`src/rtl/alu_pkg.sv`:
```
// Shared opcode definitions for the pipelined ALU.
package alu_pkg;

    typedef logic [2:0] alu_op_t;

    localparam alu_op_t OP_AND  = 3'b000;
    localparam alu_op_t OP_OR   = 3'b001;
    localparam alu_op_t OP_ADD  = 3'b010;
    localparam alu_op_t OP_SUB  = 3'b011;
    localparam alu_op_t OP_XOR  = 3'b100;
    localparam alu_op_t OP_NOR  = 3'b101;
    localparam alu_op_t OP_SLT  = 3'b110;
    localparam alu_op_t OP_SLTU = 3'b111;

    function automatic logic op_is_arith(alu_op_t op);
        return op inside {OP_ADD, OP_SUB, OP_SLT, OP_SLTU};
    endfunction

    // Subtract-style ops feed ~b with carry-in 1 into the adder chain.
    function automatic logic op_inv_b(alu_op_t op);
        return op inside {OP_SUB, OP_SLT, OP_SLTU};
    endfunction

endpackage

```
`src/rtl/pipe_alu_if.sv`:
```
// Operand/result handshake bundle for pipe_alu.
interface pipe_alu_if
    import alu_pkg::*;
#(
    parameter int unsigned WIDTH = 32,
    parameter int unsigned TAG_W = 4
) ();

    logic             flush;
    logic             in_valid;
    logic             in_ready;
    logic [WIDTH-1:0] in_a;
    logic [WIDTH-1:0] in_b;
    alu_op_t          in_op;
    logic [TAG_W-1:0] in_tag;
    logic             out_valid;
    logic             out_ready;
    logic [WIDTH-1:0] out_y;
    logic [TAG_W-1:0] out_tag;
    logic             out_zero;
    logic             out_carry;
    logic             out_overflow;
    logic             out_negative;

    modport master (
        output flush, in_valid, in_a, in_b, in_op, in_tag, out_ready,
        input  in_ready, out_valid, out_y, out_tag, out_zero, out_carry, out_overflow,
               out_negative
    );

    modport slave (
        input  flush, in_valid, in_a, in_b, in_op, in_tag, out_ready,
        output in_ready, out_valid, out_y, out_tag, out_zero, out_carry, out_overflow,
               out_negative
    );

endinterface

```
`src/rtl/alu_slice_add.sv`:
```
// One slice of the segmented adder: sum, carry-out and carry into the slice MSB.
module alu_slice_add #(
    parameter int unsigned SLICE = 8
) (
    input  logic [SLICE-1:0] a_i,
    input  logic [SLICE-1:0] b_i,
    input  logic             c_i,
    output logic [SLICE-1:0] sum_o,
    output logic             c_o,
    output logic             c_msb_o
);

    logic [SLICE:0] full;

    always_comb begin
        full = {1'b0, a_i} + {1'b0, b_i} + {{SLICE{1'b0}}, c_i};
    end

    assign sum_o   = full[SLICE-1:0];
    assign c_o     = full[SLICE];
    // Recover the carry into the MSB from the MSB's own sum bit.
    assign c_msb_o = sum_o[SLICE-1] ^ a_i[SLICE-1] ^ b_i[SLICE-1];

endmodule

```
`src/rtl/pipe_alu.sv`:
```
// Pipelined ALU: one adder slice per stage, global stall, tag passthrough and flush.
module pipe_alu
    import alu_pkg::*;
#(
    parameter int unsigned WIDTH  = 32,
    parameter int unsigned STAGES = 4,
    parameter int unsigned TAG_W  = 4
) (
    input logic       clk,
    input logic       rst_n,
    pipe_alu_if.slave bus
);

    localparam int unsigned SLICE = WIDTH / STAGES;
    localparam int unsigned LAST  = STAGES - 1;
    // The last stage writes the output register, so only STAGES-1 inner registers exist.
    localparam int unsigned NREG  = (STAGES > 1) ? STAGES - 1 : 1;

    logic en;

    // Stage inputs: stage 0 from the bus, stage k from inner register k-1.
    logic             st_vld [STAGES];
    alu_op_t          st_op  [STAGES];
    logic [TAG_W-1:0] st_tag [STAGES];
    logic [WIDTH-1:0] st_a   [STAGES];
    logic [WIDTH-1:0] st_b   [STAGES];
    logic [WIDTH-1:0] st_res [STAGES];
    logic             st_cin [STAGES];

    logic [SLICE-1:0] sum    [STAGES];
    logic             cout   [STAGES];
    logic             cmsb   [STAGES];
    logic [WIDTH-1:0] nres   [STAGES];

    logic             vld_q  [NREG];
    alu_op_t          op_q   [NREG];
    logic [TAG_W-1:0] tag_q  [NREG];
    logic [WIDTH-1:0] a_q    [NREG];
    logic [WIDTH-1:0] b_q    [NREG];
    logic [WIDTH-1:0] res_q  [NREG];
    logic             cy_q   [NREG];

    logic             out_vld_q;
    logic [WIDTH-1:0] out_y_q;
    logic [TAG_W-1:0] out_tag_q;
    logic             zero_q, carry_q, ovf_q, neg_q;

    logic [WIDTH-1:0] y_d;
    logic             carry_d, ovf_d, ovf_add;

    assign en = !out_vld_q || bus.out_ready;

    always_comb begin
        st_vld[0] = bus.in_valid;
        st_op[0]  = bus.in_op;
        st_tag[0] = bus.in_tag;
        st_a[0]   = bus.in_a;
        st_b[0]   = op_inv_b(bus.in_op) ? ~bus.in_b : bus.in_b;
        st_cin[0] = op_inv_b(bus.in_op);
        case (bus.in_op)
            OP_AND:  st_res[0] = bus.in_a & bus.in_b;
            OP_OR:   st_res[0] = bus.in_a | bus.in_b;
            OP_XOR:  st_res[0] = bus.in_a ^ bus.in_b;
            OP_NOR:  st_res[0] = ~(bus.in_a | bus.in_b);
            default: st_res[0] = '0;
        endcase
        for (int k = 1; k < int'(STAGES); k++) begin
            st_vld[k] = vld_q[k-1];
            st_op[k]  = op_q[k-1];
            st_tag[k] = tag_q[k-1];
            st_a[k]   = a_q[k-1];
            st_b[k]   = b_q[k-1];
            st_res[k] = res_q[k-1];
            st_cin[k] = cy_q[k-1];
        end
    end

    for (genvar k = 0; k < STAGES; k++) begin : g_stage
        alu_slice_add #(
            .SLICE (SLICE)
        ) u_add (
            .a_i     (st_a[k][k*SLICE +: SLICE]),
            .b_i     (st_b[k][k*SLICE +: SLICE]),
            .c_i     (st_cin[k]),
            .sum_o   (sum[k]),
            .c_o     (cout[k]),
            .c_msb_o (cmsb[k])
        );
    end

    always_comb begin
        for (int k = 0; k < int'(STAGES); k++) begin
            nres[k] = st_res[k];
            if (op_is_arith(st_op[k])) begin
                nres[k][k*SLICE +: SLICE] = sum[k];
            end
        end
    end

    always_comb begin
        ovf_add = cmsb[LAST] ^ cout[LAST];
        y_d     = nres[LAST];
        carry_d = 1'b0;
        ovf_d   = 1'b0;
        case (st_op[LAST])
            OP_ADD, OP_SUB: begin
                carry_d = cout[LAST];
                ovf_d   = ovf_add;
            end
            OP_SLT: begin
                y_d     = '0;
                y_d[0]  = nres[LAST][WIDTH-1] ^ ovf_add;
                carry_d = cout[LAST];
            end
            OP_SLTU: begin
                y_d     = '0;
                y_d[0]  = !cout[LAST];
                carry_d = cout[LAST];
            end
            default: ;
        endcase
    end

    always_ff @(posedge clk or negedge rst_n) begin
        if (!rst_n) begin
            for (int k = 0; k < int'(NREG); k++) begin
                vld_q[k] <= 1'b0;
                op_q[k]  <= OP_AND;
                tag_q[k] <= '0;
                a_q[k]   <= '0;
                b_q[k]   <= '0;
                res_q[k] <= '0;
                cy_q[k]  <= 1'b0;
            end
            out_vld_q <= 1'b0;
            out_y_q   <= '0;
            out_tag_q <= '0;
            zero_q    <= 1'b0;
            carry_q   <= 1'b0;
            ovf_q     <= 1'b0;
            neg_q     <= 1'b0;
        end else begin
            if (en) begin
                for (int k = 0; k < int'(STAGES) - 1; k++) begin
                    vld_q[k] <= st_vld[k];
                    op_q[k]  <= st_op[k];
                    tag_q[k] <= st_tag[k];
                    a_q[k]   <= st_a[k];
                    b_q[k]   <= st_b[k];
                    res_q[k] <= nres[k];
                    cy_q[k]  <= cout[k];
                end
                out_vld_q <= st_vld[LAST];
                // Bubbles leave the visible result untouched.
                if (st_vld[LAST]) begin
                    out_y_q   <= y_d;
                    out_tag_q <= st_tag[LAST];
                    zero_q    <= (y_d == '0);
                    carry_q   <= carry_d;
                    ovf_q     <= ovf_d;
                    neg_q     <= y_d[WIDTH-1];
                end
            end
            if (bus.flush) begin
                for (int k = 0; k < int'(NREG); k++) begin
                    vld_q[k] <= 1'b0;
                end
                out_vld_q <= 1'b0;
            end
        end
    end

    assign bus.in_ready     = en;
    assign bus.out_valid    = out_vld_q;
    assign bus.out_y        = out_y_q;
    assign bus.out_tag      = out_tag_q;
    assign bus.out_zero     = zero_q;
    assign bus.out_carry    = carry_q;
    assign bus.out_overflow = ovf_q;
    assign bus.out_negative = neg_q;

endmodule

```
`src/flat_wrapper.sv`:
```
// flat-port wrapper written by rule: the top's interface ports become plain ports
module pipe_alu_flat import alu_pkg::*;
#(
    parameter int unsigned WIDTH  = 32,
    parameter int unsigned STAGES = 4,
    parameter int unsigned TAG_W  = 4
)
  (clk, rst_n, bus_flush, bus_in_valid, bus_in_a, bus_in_b, bus_in_op, bus_in_tag, bus_out_ready, bus_in_ready, bus_out_valid, bus_out_y, bus_out_tag, bus_out_zero, bus_out_carry, bus_out_overflow, bus_out_negative);
  pipe_alu_if #(.WIDTH(WIDTH), .TAG_W(TAG_W)) bus_i ();
  input logic clk;
  input logic rst_n;
  input wire logic [$bits(bus_i.flush)-1:0] bus_flush;
  input wire logic [$bits(bus_i.in_valid)-1:0] bus_in_valid;
  input wire logic [$bits(bus_i.in_a)-1:0] bus_in_a;
  input wire logic [$bits(bus_i.in_b)-1:0] bus_in_b;
  input wire logic [$bits(bus_i.in_op)-1:0] bus_in_op;
  input wire logic [$bits(bus_i.in_tag)-1:0] bus_in_tag;
  input wire logic [$bits(bus_i.out_ready)-1:0] bus_out_ready;
  output wire logic [$bits(bus_i.in_ready)-1:0] bus_in_ready;
  output wire logic [$bits(bus_i.out_valid)-1:0] bus_out_valid;
  output wire logic [$bits(bus_i.out_y)-1:0] bus_out_y;
  output wire logic [$bits(bus_i.out_tag)-1:0] bus_out_tag;
  output wire logic [$bits(bus_i.out_zero)-1:0] bus_out_zero;
  output wire logic [$bits(bus_i.out_carry)-1:0] bus_out_carry;
  output wire logic [$bits(bus_i.out_overflow)-1:0] bus_out_overflow;
  output wire logic [$bits(bus_i.out_negative)-1:0] bus_out_negative;
  assign bus_i.flush = bus_flush;
  assign bus_i.in_valid = bus_in_valid;
  assign bus_i.in_a = bus_in_a;
  assign bus_i.in_b = bus_in_b;
  assign bus_i.in_op = bus_in_op;
  assign bus_i.in_tag = bus_in_tag;
  assign bus_i.out_ready = bus_out_ready;
  assign bus_in_ready = bus_i.in_ready;
  assign bus_out_valid = bus_i.out_valid;
  assign bus_out_y = bus_i.out_y;
  assign bus_out_tag = bus_i.out_tag;
  assign bus_out_zero = bus_i.out_zero;
  assign bus_out_carry = bus_i.out_carry;
  assign bus_out_overflow = bus_i.out_overflow;
  assign bus_out_negative = bus_i.out_negative;
  pipe_alu #(.WIDTH(WIDTH), .STAGES(STAGES), .TAG_W(TAG_W)) u_core (.clk(clk), .rst_n(rst_n), .bus(bus_i));
endmodule
```
`config.mk`:
```
export PLATFORM = sky130hd
export DESIGN_NAME = pipe_alu_flat
export DESIGN_NICKNAME = d
export VERILOG_FILES = /design/src/rtl/alu_pkg.sv /design/src/rtl/pipe_alu_if.sv /design/src/rtl/alu_slice_add.sv /design/src/rtl/pipe_alu.sv /design/src/flat_wrapper.sv
export SDC_FILE = /design/constraint.sdc
export NUM_CORES = 1
export LEC_CHECK = 0
export CAP_MARGIN = 20
export CORE_ASPECT_RATIO = 1.2
export CORE_MARGIN = 4
export CORE_UTILIZATION = 60
export CTS_BUF_LIST = sky130_fd_sc_hd__clkbuf_8
export DETAILED_ROUTE_END_ITERATION = 16
export PLACE_DENSITY_LB_ADDON = 0.12
export RECOVER_POWER = 50
export SETUP_SLACK_MARGIN = 0.15
export SYNTH_ARGS = -nofsm -noshare
export SYNTH_HDL_FRONTEND = slang
export SYNTH_SLANG_ARGS = --single-unit
```
`constraint.sdc`:
```
create_clock -name clk -period 2.9 [get_ports clk]
set_clock_uncertainty 0.1 [all_clocks]
set_input_delay 0.29 -clock clk [delete_from_list [all_inputs] [get_ports clk]]
set_output_delay 0.29 -clock clk [all_outputs]
set_load 0.01 [all_outputs]
```
# ---- Word-level counts from Yosys, hierarchy flattened
# Cells that the tools add are included.
dict set report classes {
  n_eq_ne 19
  add_sub_neg 8
  magnitude_cmp 0
  reduce_logical 14
  mux 13
  div 0
  bitwise_logic 9
  n_mul 0
  shift 0
}
# op n
set op_table {}
lappend op_table {{$pmux 32 s4} 1}
lappend op_table {{$not 32->32} 2}
lappend op_table {{$pmux 32 s2} 1}
lappend op_table {{$add 8x8->9} 4}
lappend op_table {{$add 9x1->9} 4}
lappend op_table {{$and 32x32->32} 1}
lappend op_table {{$logic_not 32->1} 1}
lappend op_table {{$mux 32} 1}
lappend op_table {{$mux 8} 4}
lappend op_table {{$or 32x32->32} 1}
lappend op_table {{$xor 32x32->32} 1}
lappend op_table {{$eq 3x3->1 const B} 10}
lappend op_table {{$eq 3x2->1 const B} 8}
lappend op_table {{$reduce_bool 4->1} 4}
lappend op_table {{$mux 3} 2}
lappend op_table {{$mux 1} 4}
lappend op_table {{$reduce_or 4->1} 1}
lappend op_table {{$xor 1x1->1} 4}
lappend op_table {{$eq 3x1->1 const B} 1}
lappend op_table {{$logic_not 3->1} 1}
lappend op_table {{$reduce_bool 3->1} 1}
lappend op_table {{$logic_not 1->1} 2}
lappend op_table {{$reduce_and 2->1} 1}
lappend op_table {{$reduce_bool 2->1} 1}
lappend op_table {{2 further kinds} 2}
dict set report totals {
  romBits 0
  wordCells 91
  latchBits 0
  memories 0
  regBits 356
  ramBits 0
  inputBits 76
}

# ---- Logic depth before layout (Yosys ltp)
# Gate-level depths: netlist (run 1).
dict set report logic_depth {
  ltp_word 8
  mapped_depth 11
  depth_no_buf 10
}

# ---- By module
# A second synthesis (run 1) with hierarchy kept.
dict set report unflattened {
  cells_unflattened 1590
  hier_area_um2 13849.5
}
# mod area_per_inst_um2 n_inst seq_area_each_um2 cells_per_inst
set modules_own_cells {}
lappend modules_own_cells {pipe_alu 12343.1 1 6481.2 1414}
lappend modules_own_cells {alu_slice_add 376.6 4 0.0 44}

# ---- Least setup slack after synthesis (run 1)
# Ideal clock, no wire load.
dict set report synth_timing {
  path_kind {input to register}
  from {in bus_in_op[2]}
  to {reg u_core.res_q (netlist bit u_core.nres[71])}
  cell_stages 10
  n_path_buf 1
  setup_time_ps 77
  arrival_ps 2270
  setup_slack_ps 453
  path_cell_list {o21ai_2 > buf_2 > xnor2_1 > ha_1 > nor3_1 > nor2_1 > a41o_1 > a2111oi_0 > a21oi_1 > a21oi_1}
}
dict set report synth_between {
  elab_chain_cells 6
  word_cells_on_any_way 15
}
# element line
set synth_rtl {}
lappend synth_rtl {{start: declaration} flat_wrapper.sv:16} ;# input wire logic [$bits(bus_i.in_op)-1:0] bus_in_op;
lappend synth_rtl {{$eq 3x2->1 or $eq 3x3->1 (tied branches)} {alu_pkg.sv:16, alu_pkg.sv:21}}
lappend synth_rtl {{$reduce_bool 3->1} alu_pkg.sv:21} ;# return op inside {OP_SUB, OP_SLT, OP_SLTU};
lappend synth_rtl {{$mux 32} pipe_alu.sv:58} ;# st_b[0] = op_inv_b(bus.in_op) ? ~bus.in_b : bus.in_b;
lappend synth_rtl {{$add 8x8->9} alu_slice_add.sv:16} ;# full = {1'b0, a_i} + {1'b0, b_i} + {{SLICE{1'b0}}, c_i};
lappend synth_rtl {{$add 9x1->9} alu_slice_add.sv:16}
lappend synth_rtl {{$mux 8 *} pipe_alu.sv:94} ;# if (op_is_arith(st_op[k])) begin
lappend synth_rtl {{end signal: indexed assignment} pipe_alu.sv:150} ;# res_q[k] <= nres[k];
lappend synth_rtl {{end: declaration} pipe_alu.sv:40} ;# logic [WIDTH-1:0] res_q [NREG];
# Mark *: on every way between the ends. The rest lies on a longest branch, timed or not.
# A chain may end at the register's enable or synchronous reset.

# ---- Final worst setup path (run 1)
dict set report layout_timing {
  from {reg u_core.out_vld_q (netlist: u_core.bus.out_valid)}
  to {out bus_in_ready}
}
dict set report layout_between {
  elab_chain_cells 2
}
# element line
set layout_rtl {}
lappend layout_rtl {{start: declaration} pipe_alu.sv:43} ;# logic out_vld_q;
lappend layout_rtl {{start signal: assignment} pipe_alu.sv:153} ;# out_vld_q <= st_vld[LAST];
lappend layout_rtl {{$logic_not 1->1} pipe_alu.sv:51} ;# assign en = !out_vld_q || bus.out_ready;
lappend layout_rtl {{$logic_or 1x1->1} pipe_alu.sv:51}
lappend layout_rtl {{end: declaration} flat_wrapper.sv:19} ;# output wire logic [$bits(bus_i.in_ready)-1:0] bus_in_ready;
# No other way between the ends.

==> out/summary.md, run 1 <==
STA
• RSZ-0062 raised after global routing: false
• Slew Limit Fails: 0
• maximum operating frequency: 393 MHz
• final hold viol count: 0
• slew at the pin with the worst max-slew slack: 1450 ps
• Slew headroom: 3.09%
• worst hold margin: 190 ps
• final setup slack of the worst path: 358 ps
• ratio of final minimum period to clock period: 87.7%
• Final setup viols: 0
• shortest clock period the worst path allows after layout: 2540 ps

Layout
• relative area change from synthesis to final layout: 16.5%
• Fillers: 1788
• multi-input logic area: 0.00632 mm²
• Antenna diodes: 0
• sequential cell area in the final layout: 0.00648 mm²
• ratio of cells with drive above 1 in the final layout: 5.50%
• utilization after layout: 70.8%
• layout net count: 1853
• Final Instance Count excl. Fillers: 1989

Detailed routing
• Vias: 10694
• count of unresolved DRC violations after routing: 0
• post-DR wirelength/cell: 14.6 µm
• total routed wirelength: 29.1 mm
• Pre-antenna DRT Iters: 5
• residual antenna-violating net count after detailed routing: 0
• violation count after the first detailed-routing iteration: 523
• per-cell via count in the routed design: 5.38

GRT
• initial antenna violation count: 0
• number of global-route vias before repair: 10506
• Congestion Overflow GR: 0
• global-route wire length before repair: 49.9 mm
• aggregate global-route resource usage: 23.3%
• largest net degree at the start of global routing: 119

Place
• number of port buffers: 117
• setup slack at placement: -44.7 ps
• HPWL after detailed placement: 20.2 mm
• Placed Cells: 1911
• Final Wtd Congestion: 0.833

Synth
• number of enable flip-flop cells after synthesis: 0
• post-synthesis cell type count: 55
• share of the yosys chip area belonging to registers: 47.7%
• total standard cell area after synthesis: 0.0136 mm²
• number of warnings issued by yosys: 0
• Main synth FF type: dfrtp_1
• Syn Area/Cell: 8.58 µm²
• top area cells in the synthesized netlist: dfrtp_1, nand2_1, ha_1, o21ai_0, inv_1
• cell type contributing the most total cell area after synthesis: dfrtp_1
• net count after synthesis: 1758
• Synth Area in Compound Gates: 11.3%
• share of synthesized area spent on multiplexers: 2.23%
• register bit total from synthesis: 259
• synthesized-area fraction occupied by and/or/nand/nor cells: 20.3%
• dominant combinational cell family by area after synthesis: simple AND/OR/NAND/NOR gates
• Synth Area in Adders: 9.50%
• number of standard cells after synthesis: 1583
• area share of the largest cell type after synthesis: 47.7%
• XOR/XNOR Fraction of Synth Area: 3.16%
• share of synthesized registers carrying an async set or reset: 100%

Critical path
• data required time at the worst endpoint: 2510 ps
• type of element capturing the critical path: output pin
• launch point of the critical path: u_core.bus.out_valid$_DFFE_PN0P_
• critical path startpoint category: flip-flop
• Arr. time, crit path: 2150 ps
• critical path, cell by cell: nor2b_1 > clkinvlp_2 > clkdlybuf4s50_1
• biggest fanout along the worst timing path: 5
• slowest stage cell on the critical path: clkdlybuf4s50_1
• critical register-to-register path startpoint: u_core.cy_q[0]$_DFFE_PN0N_
• slowest cell delay on critical path: 630 ps
• Crit Path Class: reg2out

Floorplanning
• die outline area: 0.0251 mm²
• initial core utilization: 60.7%
• Die X-Extent: 145 µm
• I/O Pins: 118
• height of the die: 173 µm
• number of core rows: 60
• Core ar.: 0.0224 mm²

Clocking
• clock tree from TritonCTS: built
• root buffer selected by CTS: clkbuf_8
• sink count of the clock tree: 259
• quantity of gates resized following cts: 0
• clock slew at the register clock pins of the worst setup and hold paths: 60 ps
• H-Tree Depth: 2
• CTS buffer count: 42
• worst-skew pair later-pin latency: 530 ps
• buffer depth of the longest clock path: 3

Worst hold path
• Min-Delay Path Class: in2reg
• Hold Startpoint: bus_in_tag[1]

Power and ir drop
• Max VDD drop: 0.000283 V
• power density over the cells: 613 mW/mm²
• Pleak: 7.89 nW

Run status
• status: completed

Flow run
• max-cap violation count: 0

==> cells in the final DEF, fill, tap and decap left out, drive strengths merged, types with 3 or more instances in the layout <==
master / instances
a211oi: 3
a21o: 3
a21oi: 58
a22o: 6
a31oi: 3
and3: 4
buf: 17
clkbuf: 61
clkdlybuf4s50: 114
clkinv: 6
dfrtp: 259
fa: 7
ha: 92
inv: 130
mux2i: 28
nand2: 531
nand2b: 4
nand3: 28
nand3b: 5
nor2: 53
nor2b: 12
nor3: 13
nor3b: 8
nor4: 6
o211ai: 3
o21a: 3
o21ai: 137
o21bai: 3
o221ai: 3
o22ai: 5
o31ai: 23
or2: 5
or3: 3
xnor2: 45
xor2: 4
==> worst max-delay path: cells and delay by family, from the launching register on <==
family	cells	cell delay, ps
buf+inv	2	970
flops	1	340
simple gates	1	320
==> metrics by stage <==
stage               instance area, µm²  setup TNS, ps  total power, mW
floorplan                        13600              0             5.64
global placement                 15000              0             6.43
detailed placement               15000          -44.7             6.52
CTS                              15900              0             9.80
global route                     15800              0             10.3
finish                           15800              0             9.71
==> metal layers <==
layer	vias to the layer above	GRT usage (%)	share of wire [%]
li1	5330	-	-
met1	5060	32.3	46
met2	250	38.3	47
met3	54	3.56	4.4
met4	0	7.01	2.0
met5	-	0	0
==> area by class of cell <==
type	count	area share (%)
Sequential cell	259	40.9
Clock buffer	55	4.78
Timing Repair Buffer	138	8.46
Tap cell	279	2.21
Multi-Input combinational cell	1119	39.9
Inverter	118	2.81
Clock inverter	21	0.861
==> flip-flops by register name, indices dropped and copies added (netlist names) <==
register / flops
u_core.nres: 72
u_core.bus.out_carry: 1
u_core.cy_q: 3
u_core.bus.out_tag: 4
u_core.b_q: 48
u_core.st_vld: 3
u_core.res_q: 24
u_core.bus.out_overflow: 1
u_core.bus.out_zero: 1
u_core.bus.out_y: 31
u_core.a_q: 48
u_core.op_q: 9
u_core.bus.out_negative: 1
u_core.bus.out_valid: 1
u_core.st_tag: 12
==> synth_stat cells (4+ instances only) <==
cell and n:
xnor2_1 45, buf_1 11, inv_1 116, nand3b_1 5
and3_1 4, dfrtp_1 259, o21ai_0 135, nor3b_1 8
a22o_1 6, or2_2 5, nand2b_1 4, nor4_1 6
a21oi_1 58, o31ai_1 23, nor3_1 13, nand2_1 530
xor2_1 4, nand3_1 28, nor2b_1 11, nor2_1 53
mux2i_1 28, buf_2 13, fa_1 7, ha_1 92
o22ai_1 5, clkbuf_1 62
==> repair_timing <==
item,4_1_cts,5_1_grt
buffers inserted,0,0
hold endpoints to repair,77,0
hold buffers,1,0
==> final timing paths <==
path / end / cells after the start / slack, ps
setup / recovery: bus_in_ready / 3 / 360
hold / removal: u_core.st_tag[9]$_DFFE_PN0N_ / 3 / 190
setup reg to reg: u_core.bus.out_y[0]$_DFFE_PN0P_ / 9 / 380
hold reg to reg: u_core.bus.out_y[13]$_DFFE_PN0P_ / 2 / 360
max in group asynchronous: u_core.b_q[52]$_DFFE_PN0N_ / 3 / 610
min in group asynchronous: u_core.st_tag[9]$_DFFE_PN0N_ / 2 / 230
==> power by group <==
part           leakage, nW  internal, mW  switching (mW)
registers             3.17          4.12           0.354
logic                 4.20         0.951            1.02
clock network        0.519          1.87            1.39
total                 7.89          6.94            2.77
==> kinds of logic (layout without fill, tap and decap cells) <==
family          Yosys count  after routing
compound gates          264            264
buf+inv                 205            332
mux                      30             30
flops                   259            259
simple gates            677            677
xor+xnor                 49             49
fa+ha+maj                99             99
(Power assumes the default switching activity.)
==> inputs of run 2 (changes only) <==
--- a/config.mk
+++ b/config.mk
@@ -11,7 +11,7 @@
 export CORE_UTILIZATION = 60
 export CTS_BUF_LIST = sky130_fd_sc_hd__clkbuf_8
 export DETAILED_ROUTE_END_ITERATION = 16
-export PLACE_DENSITY_LB_ADDON = 0.12
+export PLACE_DENSITY = 0.79
 export RECOVER_POWER = 50
 export SETUP_SLACK_MARGIN = 0.15
 export SYNTH_ARGS = -nofsm -noshare
==> run 2 against run 1 <==
Global-route usage down 0.23 points. Combinational power hardly changed. Register-to-register slack worse by 20 ps. First-iteration DRC count up 18%. Power fell by 2.9%. Flip-flop and latch count stayed put. Core utilization shrank 0.20 points. Final cell count decreased by 0.20%. Critical path type is now reg2reg. Critical endpoint is now u_core.bus.out_zero$_DFFE_PN0P_. Largest cell class unchanged.
==> out/summary.md, run 2 (same netlist as run 1, synthesis figures left out) <==
Place
• Final Wtd Congestion: 0.878, was 0.833
• number of port buffers: 117, unchanged
• placed cell areas: 0.0150 mm², about the same
• HPWL after detailed placement: 20.1 mm, was 20.2 mm

STA
• RSZ-0062 raised after global routing: false, unchanged
• final hold viol count: 0, unchanged
• slew at the pin with the worst max-slew slack: 1390 ps, was 1450 ps
• maximum operating frequency: 394 MHz, was 393 MHz
• shortest clock period the worst path allows after layout: 2540 ps, about the same
• ratio of final minimum period to clock period: 87.5%, was 87.7%
• Fin Setup TNS: 0 ps, unchanged
• Final setup viols: 0, unchanged
• Slew headroom: 7.40%, was 3.09%
• Slew Limit Fails: 0, unchanged

Power and ir drop
• Max VDD drop: 0.000287 V, was 0.000283 V
• Pleak: 7.85 nW, was 7.89 nW
• power density over the cells: 597 mW/mm², was 613 mW/mm²

Detailed routing
• violation count after the first detailed-routing iteration: 617, was 523
• per-cell via count in the routed design: 5.43, was 5.38
• total routed wirelength: 29.0 mm, was 29.1 mm
• Pre-antenna DRT Iters: 5, unchanged
• post-DR wirelength/cell: 14.6 µm, about the same
• Vias: 10772, was 10694
• residual antenna-violating net count after detailed routing: 0, unchanged
• count of unresolved DRC violations after routing: 0, unchanged

Floorplanning
• Die X-Extent: 145 µm, unchanged
• Core ar.: 0.0224 mm², unchanged
• I/O Pins: 118, unchanged
• number of core rows: 60, unchanged
• die outline area: 0.0251 mm², unchanged
• initial core utilization: 60.7%, unchanged
• height of the die: 173 µm, unchanged

Clocking
• CTS buffer count: 41, was 42
• worst-skew pair later-pin latency: 530 ps, about the same
• buffer depth of the longest clock path: 3, unchanged
• H-Tree Depth: 2, unchanged
• number of buffers added for setup after CTS: 0, unchanged
• clock tree from TritonCTS: built, unchanged
• root buffer selected by CTS: clkbuf_8, unchanged
• sink count of the clock tree: 259, unchanged
• clock slew at the register clock pins of the worst setup and hold paths: 60 ps, about the same

Critical path
• Arr. time, crit path: 2910 ps, was 2150 ps
• Crit Path Class: reg2reg, was reg2out
• data required time at the worst endpoint: 3280 ps, was 2510 ps
• critical register-to-register path startpoint: u_core.cy_q[0]$_DFFE_PN0N_, unchanged
• critical path startpoint category: flip-flop, unchanged
• launch point of the critical path: u_core.cy_q[0]$_DFFE_PN0N_, was u_core.bus.out_valid$_DFFE_PN0P_
• biggest fanout along the worst timing path: 3, was 5
• type of element capturing the critical path: flip-flop, was output pin

GRT
• initial antenna violation count: 0, unchanged
• largest net degree at the start of global routing: 101, was 119
• Congestion Overflow GR: 0, unchanged
• global-route wire length before repair: 49.3 mm, was 49.9 mm
• number of global-route vias before repair: 10494, was 10506
• aggregate global-route resource usage: 23.0%, was 23.3%

Layout
• layout net count: 1854, was 1853
• max reg flops: 72, unchanged
• relative area change from synthesis to final layout: 16.2%, was 16.5%
• most frequent cells in the layout: nand2_1, dfrtp_1, o21ai_0, inv_1, clkdlybuf4s50_1, unchanged
• Antenna diodes: 0, unchanged
• finished layout cell area: 0.0158 mm², about the same
• most common cell after layout, fill and taps aside: nand2_1, unchanged
• ratio of cells with drive above 1 in the final layout: 5.45%, was 5.50%

Worst hold path
• Min-Delay Path Class: in2reg, unchanged
• Hold Startpoint: bus_in_tag[0], was bus_in_tag[1]

Run status
• status: completed, unchanged

Flow run
• max-cap violation count: 0, unchanged

run 2: cell count changes in the layout (fill, tap and decap cells not counted):
cell,previous run,this run
buf_12,2,5
buf_4,11,13
buf_8,2,1
bufinv_16,2,0
clkbuf_2,3,0
clkbuf_4,0,1
clkbuf_8,55,52
clkinvlp_2,1,0
clkinvlp_4,0,2
inv_1,130,127
inv_4,0,1
run 2: worst paths after layout:
| kind | to | slack, ps | cells after the start |
|---|---|---|---|
| max in group asynchronous | u_core.res_q[54]$_DFFE_PN0N_ | 570 | 3 |
| min in group asynchronous | u_core.st_tag[5]$_DFFE_PN0N_ | 550 | 2 |
| worst min register to register | u_core.b_q[63]$_DFFE_PN0N_ | 360 | 2 |
| worst min-delay path | u_core.st_tag[8]$_DFFE_PN0N_ | 190 | 3 |
| worst max-delay path | u_core.bus.out_zero$_DFFE_PN0P_ | 360 | 9 |
| worst max register to register | u_core.bus.out_zero$_DFFE_PN0P_ | 360 | 9 |
run 2: critical path: stages (launching register included):
cell	delay [ps]
dfrtp_1	320
inv_1	70
fa_1	470
fa_1	440
nor2b_4	170
o2111a_2	250
o41ai_4	120
xor2_1	170
mux2i_1	190
a41o_1	180
run 2: area by class of cell:
class | instances | area (µm²)
Inverter | 118 | 445
Clock buffer | 52 | 716
Multi-Input combinational cell | 1119 | 6320
Tap cell | 279 | 349
Fill cell | 1742 | 6580
Clock inverter | 18 | 80.1
Timing Repair Buffer | 140 | 1390
Sequential cell | 259 | 6480
run 2: report_power, final:
part | internal (mW) | total (mW) | switching, mW
Clock | 1.60 | 2.96 | 1.36
Combinational | 0.960 | 1.99 | 1.03
Sequential | 4.12 | 4.48 | 0.358
Total | 6.68 | 9.43 | 2.75
run 2: metrics by stage:
| step | hold slack [ps] | power [mW] | std cells | worst slack, ps | utilization (%) |
|---|---|---|---|---|---|
| final | 192 | 9.43 | 1985 | 363 | 70.6 |
| after detailed placement | 282 | 6.53 | 1913 | 69.2 | 67.0 |
| after global routing | 176 | 9.98 | 1985 | 223 | 70.6 |
| after global placement | 281 | 6.43 | 1913 | 164 | 67.0 |
| after CTS | 160 | 9.51 | 1984 | 351 | 70.6 |
| after floorplan | -106 | 5.64 | 1583 | 453 | - |
run 2: what timing repair did:
action                                 CTS  global route
endpoints found under the hold margin   95             0
hold buffers                             1             0
resized for setup                        0             0
run 2: routing by layer:
layer | up-vias | part of all wire, % | global-route usage (%)
met1 | 5147 | 46 | 32.0
li1 | 5316 | - | -
met4 | 0 | 1.9 | 6.49
met3 | 49 | 4.7 | 3.98
met5 | - | 0 | 0
met2 | 260 | 47 | 37.8
==> inputs of run 3 (changes only) <==
--- a/config.mk
+++ b/config.mk
@@ -8,12 +8,13 @@
 export CAP_MARGIN = 20
 export CORE_ASPECT_RATIO = 1.2
 export CORE_MARGIN = 4
-export CORE_UTILIZATION = 60
+export CORE_UTILIZATION = 54
 export CTS_BUF_LIST = sky130_fd_sc_hd__clkbuf_8
 export DETAILED_ROUTE_END_ITERATION = 16
-export PLACE_DENSITY = 0.79
+export PLACE_DENSITY = 0.75
 export RECOVER_POWER = 50
 export SETUP_SLACK_MARGIN = 0.15
 export SYNTH_ARGS = -nofsm -noshare
 export SYNTH_HDL_FRONTEND = slang
 export SYNTH_SLANG_ARGS = --single-unit
+export TNS_END_PERCENT = 5
==> constraint.sdc (replaced) <==
create_clock -name clk -period 2.18 [get_ports clk]
set_clock_uncertainty 0.1 [all_clocks]
set_input_delay 0.218 -clock clk [delete_from_list [all_inputs] [get_ports clk]]
set_output_delay 0.218 -clock clk [all_outputs]
set_load 0.01 [all_outputs]
==> run 3 against run 2 <==
Highest routed layer unchanged. Global-route usage decreased by 2.3 points. Worst setup slack got worse by 540 ps. Hold slack lost 62 ps. Critical endpoint unchanged. Largest cell class unchanged. Critical path depth is the same. Flip-flop and latch count unchanged. The flow now finishes with violations (max-capacitance violations, max-slew violations, negative setup slack). Routed wire length rose by 0.33%. Die area grew 11%. Via count down 0.10%. Power increased by 36%.
==> out/summary.md, run 3 (same netlist as run 1, synthesis figures left out) <==
Clocking
• clock tree from TritonCTS: built, unchanged
• buffer depth of the longest clock path: 3, unchanged
• H-Tree Depth: 2, unchanged
• clock slew at the register clock pins of the worst setup and hold paths: 60 ps, about the same
• root buffer selected by CTS: clkbuf_8, unchanged
• sink count of the clock tree: 259, unchanged
• worst-skew pair later-pin latency: 520 ps, was 530 ps
• CTS buffer count: 41, unchanged

Critical path
• CP most frequent cell: fa_2, was fa_1
• biggest fanout along the worst timing path: 3, unchanged
• critical path, cell by cell: inv_2 > fa_2 > fa_2 > nor2b_4 > o2111a_2 > o41ai_4 > xor2_1 > mux2i_1 > a41o_1, was inv_1 > fa_1 > fa_1 > nor2b_4 > o2111a_2 > o41ai_4 > xor2_1 > mux2i_1 > a41o_1
• Crit Path Class: reg2reg, unchanged
• Arr. time, crit path: 2710 ps, was 2910 ps
• slowest stage cell on the critical path: fa_2, was fa_1
• type of element capturing the critical path: flip-flop, unchanged
• cell family contributing the most delay on the critical path: adder cells, unchanged
• worst path bufs/invs: 1, unchanged
• slowest cell delay on critical path: 410 ps, was 470 ps
• data required time at the worst endpoint: 2540 ps, was 3280 ps
• critical path startpoint category: flip-flop, unchanged

Detailed routing
• Pre-antenna DRT Iters: 7, was 5
• total routed wirelength: 29.1 mm, was 29.0 mm
• Vias: 10761, was 10772
• post-DR wirelength/cell: 14.0 µm, was 14.6 µm
• count of unresolved DRC violations after routing: 0, unchanged
• violation count after the first detailed-routing iteration: 495, was 617
• residual antenna-violating net count after detailed routing: 0, unchanged
• per-cell via count in the routed design: 5.18, was 5.43

Run status
• status: finished with violations, was completed
• violated checks: max-capacitance violations, max-slew violations, negative setup slack

Floorplanning
• height of the die: 182 µm, was 173 µm
• number of core rows: 63, was 60
• Die X-Extent: 153 µm, was 145 µm
• initial core utilization: 54.9%, was 60.7%
• I/O Pins: 118, unchanged
• die outline area: 0.0278 mm², was 0.0251 mm²
• Core ar.: 0.0248 mm², was 0.0224 mm²

STA
• maximum operating frequency: 425 MHz, was 394 MHz
• Slew headroom: -7.32%, was 7.40%
• final hold viol count: 0, unchanged
• ratio of final minimum period to clock period: 108%, was 87.5%
• final setup slack of the worst path: -174 ps, was 363 ps
• shortest clock period the worst path allows after layout: 2350 ps, was 2540 ps
• RSZ-0062 raised after global routing: true, was false
• Final setup viols: 49, was 0
• slew at the pin with the worst max-slew slack: 1610 ps, was 1390 ps
• Slew Limit Fails: 63, was 0

Layout
• ratio of cells with drive above 1 in the final layout: 9.86%, was 5.45%
• utilization after layout: 65.9%, was 70.6%
• relative area change from synthesis to final layout: 20.1%, was 16.2%
• layout net count: 1905, was 1854
• most common cell after layout, fill and taps aside: nand2_1, unchanged
• Fillers: 2094, was 1742
• max reg flops: 72, unchanged
• most frequent cells in the layout: nand2_1, dfrtp_1, o21ai_0, inv_1, clkdlybuf4s50_1, unchanged
• Antenna diodes: 0, unchanged

GRT
• aggregate global-route resource usage: 20.8%, was 23.0%
• Congestion Overflow GR: 0, unchanged
• global-route wire length before repair: 48.9 mm, was 49.3 mm
• initial antenna violation count: 0, unchanged
• largest net degree at the start of global routing: 77, was 101
• number of global-route vias before repair: 10397, was 10494

Place
• Final Wtd Congestion: 0.868, was 0.878
• setup slack at placement: -594 ps, was 69.2 ps
• number of port buffers: 117, unchanged
• HPWL after detailed placement: 20.9 mm, was 20.1 mm

Power and ir drop
• Pleak: 8.11 nW, was 7.85 nW
• Max VDD drop: 0.000431 V, was 0.000287 V
• power density over the cells: 784 mW/mm², was 597 mW/mm²

Flow run
• max-cap violation count: 1, was 0

Worst hold path
• Min-Delay Path Class: in2reg, unchanged

run 3: report_power, final:
group / leakage, nW / switching (mW) / internal (mW)
registers: 3.17 / 0.467 / 5.48
clock network: 0.455 / 1.79 / 2.21
logic: 4.48 / 1.42 / 1.42
total: 8.11 / 3.68 / 9.11
run 3: final timing paths:
path / startpoint / to / slack (ps) / cells past startpoint
worst min register to register: u_core.bus.out_y[13]$_DFFE_PN0P_ / u_core.bus.out_y[13]$_DFFE_PN0P_ / 360 / 2
worst max-delay path: u_core.b_q[24]$_DFFE_PN0N_ / u_core.bus.out_zero$_DFFE_PN0P_ / -170 / 9
worst max register to register: u_core.b_q[24]$_DFFE_PN0N_ / u_core.bus.out_zero$_DFFE_PN0P_ / -170 / 9
worst min-delay path: bus_in_tag[2] / u_core.st_tag[10]$_DFFE_PN0N_ / 130 / 3
min in group asynchronous: rst_n / u_core.st_tag[10]$_DFFE_PN0N_ / 550 / 2
max in group asynchronous: rst_n / u_core.nres[45]$_DFFE_PN0N_ / 300 / 3
run 3: per-stage QoR:
step	cell area (µm²)	total power [mW]	instances	hold slack, ps	TNS (ps)
after floorplan	13600	7.51	1583	-178	-176
after global placement	15500	8.68	2009	102	-3070
after detailed placement	15500	8.81	2009	103	-4170
after CTS	16300	12.9	2079	95.2	-720
after global routing	16300	13.5	2079	120	-12510
final	16300	12.8	2079	129	-1560
run 3: final cells by class:
class | count | area [µm²] | share of cell area, %
multi-input cells | 1119 | 6420 | 39.3
well taps | 325 | 407 | 2.49
repair buffers | 191 | 1770 | 10.9
flip-flops and latches | 259 | 6480 | 39.7
clock inverters | 16 | 91.3 | 0.560
clock buffers | 51 | 702 | 4.30
inverters | 118 | 445 | 2.73
run 3: repair_timing:
item	in CTS	in global routing
pin swaps	29	21
hold buffers	1	0
cloned	0	0
buffers inserted	2	0
endpoints found under the hold margin	113	0
gates resized for setup	27	11
endpoints found under the setup margin	21	21
run 3: tightest hold or removal path: stages:
cell	delay (ps)
clkdlybuf4s50_1	400
nand2_1	50
nand2_1	40
run 3: metal layers:
| metal | GRT usage [%] | routed length (µm) | vias to the layer above |
|---|---|---|---|
| li1 | - | - | 5416 |
| met1 | 29.5 | 13500 | 5070 |
| met2 | 33.7 | 13700 | 230 |
| met3 | 3.05 | 1420 | 45 |
| met4 | 5.56 | 540 | 0 |
| met5 | 0 | 0 | - |
